--- src/rtl/ara_resp_join_if.sv ---
// Handshake bundle between the per-cluster Ara responses, the CVA6 response
// port and the status outputs of ara_resp_join.
// slave  : the join block's view.
// master : the environment's view (clusters + CVA6 + status observer).
interface ara_resp_join_if #(
  parameter int unsigned NrClusters   = 4,
  parameter int unsigned DataWidth    = 64,
  parameter int unsigned TransIdWidth = 3,
  parameter int unsigned FifoDepth    = 2,
  parameter int unsigned CauseWidth   = 5
);
  localparam int unsigned OccWidth = $clog2(FifoDepth + 1);

  logic                                flush_i;
  logic [NrClusters-1:0]               clst_valid_i;
  logic [NrClusters-1:0]               clst_ready_o;
  logic [NrClusters*DataWidth-1:0]     clst_data_i;
  logic [NrClusters*TransIdWidth-1:0]  clst_id_i;
  logic [NrClusters-1:0]               clst_exc_i;
  logic [NrClusters*CauseWidth-1:0]    clst_cause_i;
  logic                                resp_valid_o;
  logic                                resp_ready_i;
  logic [DataWidth-1:0]                resp_data_o;
  logic [TransIdWidth-1:0]             resp_id_o;
  logic                                resp_exc_o;
  logic [CauseWidth-1:0]               resp_cause_o;
  logic                                mismatch_o;
  logic [NrClusters*OccWidth-1:0]      occupancy_o;

  modport slave (
    input  flush_i, clst_valid_i, clst_data_i, clst_id_i, clst_exc_i,
           clst_cause_i, resp_ready_i,
    output clst_ready_o, resp_valid_o, resp_data_o, resp_id_o, resp_exc_o,
           resp_cause_o, mismatch_o, occupancy_o
  );

  modport master (
    output flush_i, clst_valid_i, clst_data_i, clst_id_i, clst_exc_i,
           clst_cause_i, resp_ready_i,
    input  clst_ready_o, resp_valid_o, resp_data_o, resp_id_o, resp_exc_o,
           resp_cause_o, mismatch_o, occupancy_o
  );
endinterface

--- src/rtl/ara_resp_join.sv ---
// ara_resp_join: joins the scalar responses of NrClusters Ara clusters into a
// single CVA6 accelerator response. Each cluster feeds its own small FIFO; once
// every FIFO holds a head entry, all heads are popped together and merged into
// a registered output. Clusters whose head ID disagrees with cluster 0 raise a
// sticky mismatch flag.
//
// Optional feature (macro ARA_RESP_JOIN_REDUCE_EN):
//   defined   -> merged data is the wrap-around sum of all head data words
//   undefined -> merged data is cluster 0's head data
module ara_resp_join #(
  parameter int unsigned NrClusters   = 4,
  parameter int unsigned DataWidth    = 64,
  parameter int unsigned TransIdWidth = 3,
  parameter int unsigned FifoDepth    = 2,
  parameter int unsigned CauseWidth   = 5
) (
  input  logic               clk_i,
  input  logic               rst_ni,
  ara_resp_join_if.slave     bus
);

  localparam int unsigned PtrWidth = (FifoDepth > 1) ? $clog2(FifoDepth) : 1;
  localparam int unsigned CntWidth = $clog2(FifoDepth + 1);

  typedef logic [PtrWidth-1:0] ptr_t;
  typedef logic [CntWidth-1:0] cnt_t;

  typedef struct packed {
    logic [DataWidth-1:0]    data;
    logic [TransIdWidth-1:0] id;
    logic                    exc;
    logic [CauseWidth-1:0]   cause;
  } entry_t;

  // Advance a FIFO pointer, wrapping after the last slot.
  function automatic ptr_t ptr_inc(input ptr_t p);
    if (p == ptr_t'(FifoDepth - 1)) return '0;
    else                            return p + 1'b1;
  endfunction

  // ---------------------------------------------------------------------------
  // Per-cluster FIFO state
  // ---------------------------------------------------------------------------
  entry_t mem_q   [NrClusters][FifoDepth];
  ptr_t   wr_ptr_q [NrClusters];
  ptr_t   wr_ptr_d [NrClusters];
  ptr_t   rd_ptr_q [NrClusters];
  ptr_t   rd_ptr_d [NrClusters];
  cnt_t   cnt_q    [NrClusters];
  cnt_t   cnt_d    [NrClusters];

  entry_t                entry_in [NrClusters];
  entry_t                head     [NrClusters];
  logic [NrClusters-1:0] full;
  logic [NrClusters-1:0] empty;
  logic [NrClusters-1:0] push;

  // ---------------------------------------------------------------------------
  // Output register state
  // ---------------------------------------------------------------------------
  logic   resp_valid_q, resp_valid_d;
  entry_t resp_q, resp_d;
  logic   mismatch_q, mismatch_d;

  entry_t merged;
  logic   id_mismatch;
  logic   all_head;
  logic   load;

  // Unpack the flat cluster buses and expose FIFO status per cluster.
  always_comb begin
    // NOTE: every always_comb output gets a default before any branch, so no
    // path can leave it unassigned and infer a latch.
    full  = '0;
    empty = '0;
    for (int c = 0; c < NrClusters; c++) begin
      entry_in[c].data  = bus.clst_data_i[c*DataWidth +: DataWidth];
      entry_in[c].id    = bus.clst_id_i[c*TransIdWidth +: TransIdWidth];
      entry_in[c].exc   = bus.clst_exc_i[c];
      entry_in[c].cause = bus.clst_cause_i[c*CauseWidth +: CauseWidth];
      head[c]           = mem_q[c][rd_ptr_q[c]];
      full[c]           = (cnt_q[c] == cnt_t'(FifoDepth));
      empty[c]          = (cnt_q[c] == '0);
    end
  end

  // Join condition: every cluster has a head and the output slot is free or
  // draining this cycle. A flush suppresses the join entirely.
  always_comb begin
    all_head = &(~empty);
    load     = all_head && (!resp_valid_q || bus.resp_ready_i) && !bus.flush_i;
  end

  // Merge the FIFO heads into one response and detect ID disagreement.
  always_comb begin
    merged      = '0;
    id_mismatch = 1'b0;
    merged.id   = head[0].id;
`ifdef ARA_RESP_JOIN_REDUCE_EN
    for (int c = 0; c < NrClusters; c++) begin
      merged.data = merged.data + head[c].data;
    end
`else
    merged.data = head[0].data;
`endif
    // Walk from the highest index down so the lowest excepting cluster wins.
    for (int c = NrClusters - 1; c >= 0; c--) begin
      if (head[c].exc) begin
        merged.exc   = 1'b1;
        merged.cause = head[c].cause;
      end
    end
    for (int c = 1; c < NrClusters; c++) begin
      if (head[c].id != head[0].id) id_mismatch = 1'b1;
    end
  end

  // Next-state of every FIFO's pointers and fill count.
  always_comb begin
    push = '0;
    for (int c = 0; c < NrClusters; c++) begin
      wr_ptr_d[c] = wr_ptr_q[c];
      rd_ptr_d[c] = rd_ptr_q[c];
      cnt_d[c]    = cnt_q[c];
      push[c]     = bus.clst_valid_i[c] && !full[c] && !bus.flush_i;
      if (bus.flush_i) begin
        wr_ptr_d[c] = '0;
        rd_ptr_d[c] = '0;
        cnt_d[c]    = '0;
      end else begin
        if (push[c]) wr_ptr_d[c] = ptr_inc(wr_ptr_q[c]);
        if (load)    rd_ptr_d[c] = ptr_inc(rd_ptr_q[c]);
        unique case ({push[c], load})
          2'b10:   cnt_d[c] = cnt_q[c] + 1'b1;
          2'b01:   cnt_d[c] = cnt_q[c] - 1'b1;
          default: cnt_d[c] = cnt_q[c];
        endcase
      end
    end
  end

  // Next-state of the merged-response register and the sticky mismatch flag.
  always_comb begin
    resp_valid_d = resp_valid_q;
    resp_d       = resp_q;
    mismatch_d   = mismatch_q;
    if (bus.flush_i) begin
      resp_valid_d = 1'b0;
    end else if (load) begin
      resp_valid_d = 1'b1;
      resp_d       = merged;
      if (id_mismatch) mismatch_d = 1'b1;
    end else if (resp_valid_q && bus.resp_ready_i) begin
      resp_valid_d = 1'b0;
    end
  end

  // FIFO pointer and count registers.
  always_ff @(posedge clk_i or negedge rst_ni) begin
    // NOTE: state updates use non-blocking assignments so every flop samples
    // the pre-edge values regardless of statement order.
    if (!rst_ni) begin
      for (int c = 0; c < NrClusters; c++) begin
        wr_ptr_q[c] <= '0;
        rd_ptr_q[c] <= '0;
        cnt_q[c]    <= '0;
      end
    end else begin
      for (int c = 0; c < NrClusters; c++) begin
        wr_ptr_q[c] <= wr_ptr_d[c];
        rd_ptr_q[c] <= rd_ptr_d[c];
        cnt_q[c]    <= cnt_d[c];
      end
    end
  end

  // FIFO storage write port.
  always_ff @(posedge clk_i) begin
    // NOTE: the storage array has no reset; an entry is only ever read after a
    // push has written it, and the counters (which are reset) gate that.
    for (int c = 0; c < NrClusters; c++) begin
      if (push[c]) mem_q[c][wr_ptr_q[c]] <= entry_in[c];
    end
  end

  // Merged-response and mismatch registers.
  always_ff @(posedge clk_i or negedge rst_ni) begin
    if (!rst_ni) begin
      resp_valid_q <= 1'b0;
      resp_q       <= '0;
      mismatch_q   <= 1'b0;
    end else begin
      resp_valid_q <= resp_valid_d;
      resp_q       <= resp_d;
      mismatch_q   <= mismatch_d;
    end
  end

  // Drive the interface outputs from registered state.
  always_comb begin
    bus.occupancy_o = '0;
    for (int c = 0; c < NrClusters; c++) begin
      bus.occupancy_o[c*CntWidth +: CntWidth] = cnt_q[c];
    end
    bus.clst_ready_o = ~full;
    bus.resp_valid_o = resp_valid_q;
    bus.resp_data_o  = resp_q.data;
    bus.resp_id_o    = resp_q.id;
    bus.resp_exc_o   = resp_q.exc;
    bus.resp_cause_o = resp_q.cause;
    bus.mismatch_o   = mismatch_q;
  end

endmodule

--- src/flat_wrapper.sv ---
// flat-port wrapper written by rule: the top's interface ports become plain ports
module ara_resp_join_flat 
#(
  parameter int unsigned NrClusters   = 4,
  parameter int unsigned DataWidth    = 64,
  parameter int unsigned TransIdWidth = 3,
  parameter int unsigned FifoDepth    = 2,
  parameter int unsigned CauseWidth   = 5
)
  (clk_i, rst_ni, bus_flush_i, bus_clst_valid_i, bus_clst_data_i, bus_clst_id_i, bus_clst_exc_i, bus_clst_cause_i, bus_resp_ready_i, bus_clst_ready_o, bus_resp_valid_o, bus_resp_data_o, bus_resp_id_o, bus_resp_exc_o, bus_resp_cause_o, bus_mismatch_o, bus_occupancy_o);
  ara_resp_join_if #(.NrClusters(NrClusters), .DataWidth(DataWidth), .TransIdWidth(TransIdWidth), .FifoDepth(FifoDepth), .CauseWidth(CauseWidth)) bus_i ();
  input  logic clk_i;
  input  logic rst_ni;
  input wire logic [$bits(bus_i.flush_i)-1:0] bus_flush_i;
  input wire logic [$bits(bus_i.clst_valid_i)-1:0] bus_clst_valid_i;
  input wire logic [$bits(bus_i.clst_data_i)-1:0] bus_clst_data_i;
  input wire logic [$bits(bus_i.clst_id_i)-1:0] bus_clst_id_i;
  input wire logic [$bits(bus_i.clst_exc_i)-1:0] bus_clst_exc_i;
  input wire logic [$bits(bus_i.clst_cause_i)-1:0] bus_clst_cause_i;
  input wire logic [$bits(bus_i.resp_ready_i)-1:0] bus_resp_ready_i;
  output wire logic [$bits(bus_i.clst_ready_o)-1:0] bus_clst_ready_o;
  output wire logic [$bits(bus_i.resp_valid_o)-1:0] bus_resp_valid_o;
  output wire logic [$bits(bus_i.resp_data_o)-1:0] bus_resp_data_o;
  output wire logic [$bits(bus_i.resp_id_o)-1:0] bus_resp_id_o;
  output wire logic [$bits(bus_i.resp_exc_o)-1:0] bus_resp_exc_o;
  output wire logic [$bits(bus_i.resp_cause_o)-1:0] bus_resp_cause_o;
  output wire logic [$bits(bus_i.mismatch_o)-1:0] bus_mismatch_o;
  output wire logic [$bits(bus_i.occupancy_o)-1:0] bus_occupancy_o;
  assign bus_i.flush_i = bus_flush_i;
  assign bus_i.clst_valid_i = bus_clst_valid_i;
  assign bus_i.clst_data_i = bus_clst_data_i;
  assign bus_i.clst_id_i = bus_clst_id_i;
  assign bus_i.clst_exc_i = bus_clst_exc_i;
  assign bus_i.clst_cause_i = bus_clst_cause_i;
  assign bus_i.resp_ready_i = bus_resp_ready_i;
  assign bus_clst_ready_o = bus_i.clst_ready_o;
  assign bus_resp_valid_o = bus_i.resp_valid_o;
  assign bus_resp_data_o = bus_i.resp_data_o;
  assign bus_resp_id_o = bus_i.resp_id_o;
  assign bus_resp_exc_o = bus_i.resp_exc_o;
  assign bus_resp_cause_o = bus_i.resp_cause_o;
  assign bus_mismatch_o = bus_i.mismatch_o;
  assign bus_occupancy_o = bus_i.occupancy_o;
  ara_resp_join #(.NrClusters(NrClusters), .DataWidth(DataWidth), .TransIdWidth(TransIdWidth), .FifoDepth(FifoDepth), .CauseWidth(CauseWidth)) u_core (.clk_i(clk_i), .rst_ni(rst_ni), .bus(bus_i));
endmodule
--- config.mk ---
export PLATFORM = sky130hd
export DESIGN_NAME = ara_resp_join_flat
export DESIGN_NICKNAME = d
export VERILOG_FILES = /design/src/rtl/ara_resp_join_if.sv /design/src/rtl/ara_resp_join.sv /design/src/flat_wrapper.sv
export SDC_FILE = /design/constraint.sdc
export NUM_CORES = 1
export LEC_CHECK = 0
export BUFFER_PORTS_ARGS = -buffer_cell sky130_fd_sc_hd__buf_2
export CAP_MARGIN = 15
export CORE_MARGIN = 3
export CORE_UTILIZATION = 50
export CTS_CLUSTER_SIZE = 10
export DETAILED_ROUTE_END_ITERATION = 10
export GPL_TIMING_DRIVEN = 0
export PLACE_DENSITY = 0.79
export SYNTH_ARGS = -nofsm -noshare
export SYNTH_HDL_FRONTEND = slang
export SYNTH_SLANG_ARGS = --single-unit
--- constraint.sdc ---
create_clock -name clk_i -period 8.87 [get_ports clk_i]
set_input_delay 1.774 -clock clk_i [delete_from_list [all_inputs] [get_ports clk_i]]
set_output_delay 1.774 -clock clk_i [all_outputs]
set_load 0.01 [all_outputs]
==> impl_metrics.json <==
{
  "tightestPinTransition_ns": 0.744,
  "clkTransAtPathRegs_ns": 0.05,
  "min_period_over_period_pct": 39.1,
  "timing.critical_path.buf_inv": 6,
  "syn_to_final_growth_pct": 23.2,
  "grt_first_pass_wirelength_mm": 37.1,
  "syn_area_mm2": 0.0109,
  "critPathMaxFanout": 11,
  "clock_skew_ns": 0.0155,
  "cts.sinks": 291,
  "status": "complete, no violations",
  "min_period_ns": 3.46,
  "gp_congestion": 0.772,
  "synth_cell_type_count": 42,
  "hpwl_mm": 16.8,
  "drive_gt1_share_pct": 30.2,
  "grt_pass1_vias": 6770,
  "cts.hold.buffers_added": 0,
  "drc": 0,
  "yosysWarnings": 0,
  "rsz0062_at_grt": "no",
  "antenna_found_initial": 3,
  "start_util_pct": 51.3,
  "io_buffer_count": 194,
  "overflow": 0,
  "cpLargestDelayFamily": "buffers and inverters",
  "placed_cells": 1177,
  "syn_avg_cell_area_um2": 15.8,
  "slowest_delay_ns": 0.57,
  "finish.instance_area_mm2": 0.0134,
  "die-height_um": 153,
  "clockBufferDepth": 3,
  "leakagePower_uw": 0.00512,
  "rows": 53,
  "worstPathCellList": "buf_2, clkbuf_1, clkbuf_1, nor3_2, buf_6, buf_6, buf_6",
  "wl_per_cell_um": 19.5,
  "synth-seq-cells": 291,
  "fin_util_pct": 63.2,
  "final_nets": 1239,
  "ys_seq_area_share_pct": 76.3,
  "wl_mm": 24.2,
  "gr-usage-all-layers_pct": 20.1,
  "min_path_type": "reg2reg",
  "vdd_ir_drop_max_uv": 210,
  "root_buffer": "clkbuf_16",
  "cts_tree": "done",
  "grt_max_degree": 51,
  "max_cap_viol_count": 0,
  "final-hold-violation-count": 0,
  "critPathLaunchType": "input port",
  "critPathCaptureType": "flip-flop",
  "ctsResizeCount": 0,
  "final_max_slew_viol_count": 0,
  "dieArea_mm2": 0.0235,
  "dieWidth_um": 153,
  "crit_top_cell": "buf_6",
  "required_ns": 9.06,
  "vias": 6599,
  "cp.arrival_ns": 3.66,
  "fmax_ghz": 0.289,
  "cts_setup_buffers": 0,
  "instances_no_fill": 1237,
  "ant_nets": 0,
  "first_pass_iters": 5,
  "placed_cell_area_mm2": 0.0124,
  "insertion_delay_ns": 0.50,
  "drtIter0Drc": 427,
  "htree_levels": 2,
  "core_area_mm2": 0.0212,
  "slew_headroom_pct": 50.1,
  "power_density_mw_per_mm2": 255,
  "finalSetupTns_ns": 0,
  "syn_nets": 987,
  "numCtsBuffers": 35,
  "cp_slowest_cell": "nor3_2",
  "via_per_inst": 5.33,
  "io-pin-count": 387,
  "critPathKind": "in2reg",
  "syn_inst": 687,
  "finalSetupViolCount": 0
}
sequential cells by signal, summed over array words and instances, names as in the netlist:
signal	count
u_core.mem_q	200
u_core.bus.resp_data_o	64
u_core.bus.occupancy_o	8
u_core.bus.resp_cause_o	5
u_core.rd_ptr_q	4
u_core.wr_ptr_q	4
u_core.bus.resp_id_o	3
u_core.bus.mismatch_o	1
u_core.bus.resp_exc_o	1
u_core.bus.resp_valid_o	1
cells in the mapped netlist:
library cell,n,area [um^2]
a211oi_1,3,22.5
a21oi_1,74,370
a31oi_1,5,31.3
a32o_1,2,20.0
a32oi_1,3,26.3
a41oi_1,1,8.76
buf_1,1,3.75
buf_2,18,90.1
buf_4,10,75.1
buf_6,1,11.3
clkbuf_1,2,7.51
dfrtp_1,91,2280
edfxtp_1,200,6010
inv_1,3,11.3
mux2_2,3,33.8
mux2i_1,94,941
nand2_1,19,71.3
nand2b_1,5,31.3
nand3_1,1,5.00
nand4_1,3,18.8
nor2_1,93,349
nor2b_1,3,18.8
nor3_1,7,35.0
nor3_2,1,10.0
nor3b_1,6,45.0
nor4_1,1,6.26
nor4b_1,1,8.76
o21ai_0,1,5.00
o221ai_1,3,26.3
o22a_1,2,17.5
o22ai_2,2,25.0
o311a_1,1,10.0
o311ai_0,2,17.5
o31ai_1,1,7.51
o32ai_1,2,17.5
o41ai_1,2,17.5
o41ai_2,1,16.3
or2b_1,1,7.51
or3_1,3,18.8
or4_1,1,7.51
xnor2_1,9,78.8
xor2_1,5,43.8
tightest hold or removal path, stage by stage, from the launching register on:
cell	delay, ns
dfrtp_1	0.34
mux2i_1	0.06
nand2_1	0.06
path summary, 6_finish.rpt:
kind	from	end	slack (ns)	depth (start not counted)
worst max register to register	u_core.bus.occupancy_o[0]$_DFFE_PN0P_	u_core.mem_q[0][59]$_DFFE_PP_	6.67	6
worst max-delay path	bus_flush_i	u_core.mem_q[0][121]$_DFFE_PP_	5.41	7
worst min register to register	u_core.bus.resp_cause_o[0]$_DFFE_PN0P_	u_core.bus.resp_cause_o[0]$_DFFE_PN0P_	0.50	2
worst min-delay path	u_core.bus.resp_cause_o[0]$_DFFE_PN0P_	u_core.bus.resp_cause_o[0]$_DFFE_PN0P_	0.50	2
max in group asynchronous	rst_ni	u_core.bus.occupancy_o[2]$_DFFE_PN0P_	6.87	2
min in group asynchronous	rst_ni	u_core.bus.resp_data_o[38]$_DFFE_PN0P_	1.30	1
cell families (layout without fill, tap and decap cells):
group | after synthesis | count (layout) | synth area share (%)
flops | 291 | 291 | 76.3
simple gates | 145 | 145 | 5.83
compound gates | 105 | 105 | 5.89
mux | 97 | 97 | 8.98
buf+inv | 35 | 309 | 1.83
xor+xnor | 14 | 14 | 1.13
other cells | 0 | 1 | 0
layer usage:
metal	vias up	global-route usage [%]	part of all wire [%]
met2	252	31.5	47
met3	39	4.84	7.4
li1	3071	-	-
met4	6	5.77	1.7
met1	3231	28.6	43
met5	-	0	0.17
through the flow:
step           power [uW]  hold slack, ns  setup slack (ns)
5_1_grt              3560           0.544              5.30
6_report             3410           0.499              5.41
3_5_place_dp         2210           0.482              4.95
2_1_floorplan        1970           0.515             0.718
3_3_place_gp         2180           0.478             -2.84
4_1_cts              3440           0.497              5.41
layout by cell type, fill, tap and decap left out, types with 5 or more instances in the layout:
| cell type | count |
|---|---|
| buf_2 | 217 |
| edfxtp_1 | 200 |
| mux2i_1 | 94 |
| nor2_1 | 93 |
| dfrtp_1 | 91 |
| a21oi_1 | 74 |
| clkbuf_16 | 35 |
| clkbuf_1 | 23 |
| nand2_1 | 19 |
| buf_6 | 15 |
| buf_4 | 11 |
| xnor2_1 | 9 |
| nor3_1 | 6 |
| nand2b_1 | 5 |
| nor3b_1 | 5 |
| a31oi_1 | 5 |
| xor2_1 | 5 |
report_power, final:
| part | total (uW) | switching (uW) | internal, uW |
|---|---|---|---|
| registers | 1710 | 85.0 | 1630 |
| clock network | 1220 | 492 | 732 |
| logic | 471 | 272 | 199 |
cell type report:
type | count | area (um^2)
multi-input combinational | 361 | 2380
fill | 1556 | 7780
antenna | 1 | 2.50
timing repair buffer | 215 | 1190
clock inverter | 3 | 20.0
tap | 275 | 344
sequential | 291 | 8280
inverter | 3 | 11.3
clock buffer | 56 | 955
buffer | 32 | 188
(Power assumes the default switching activity.)
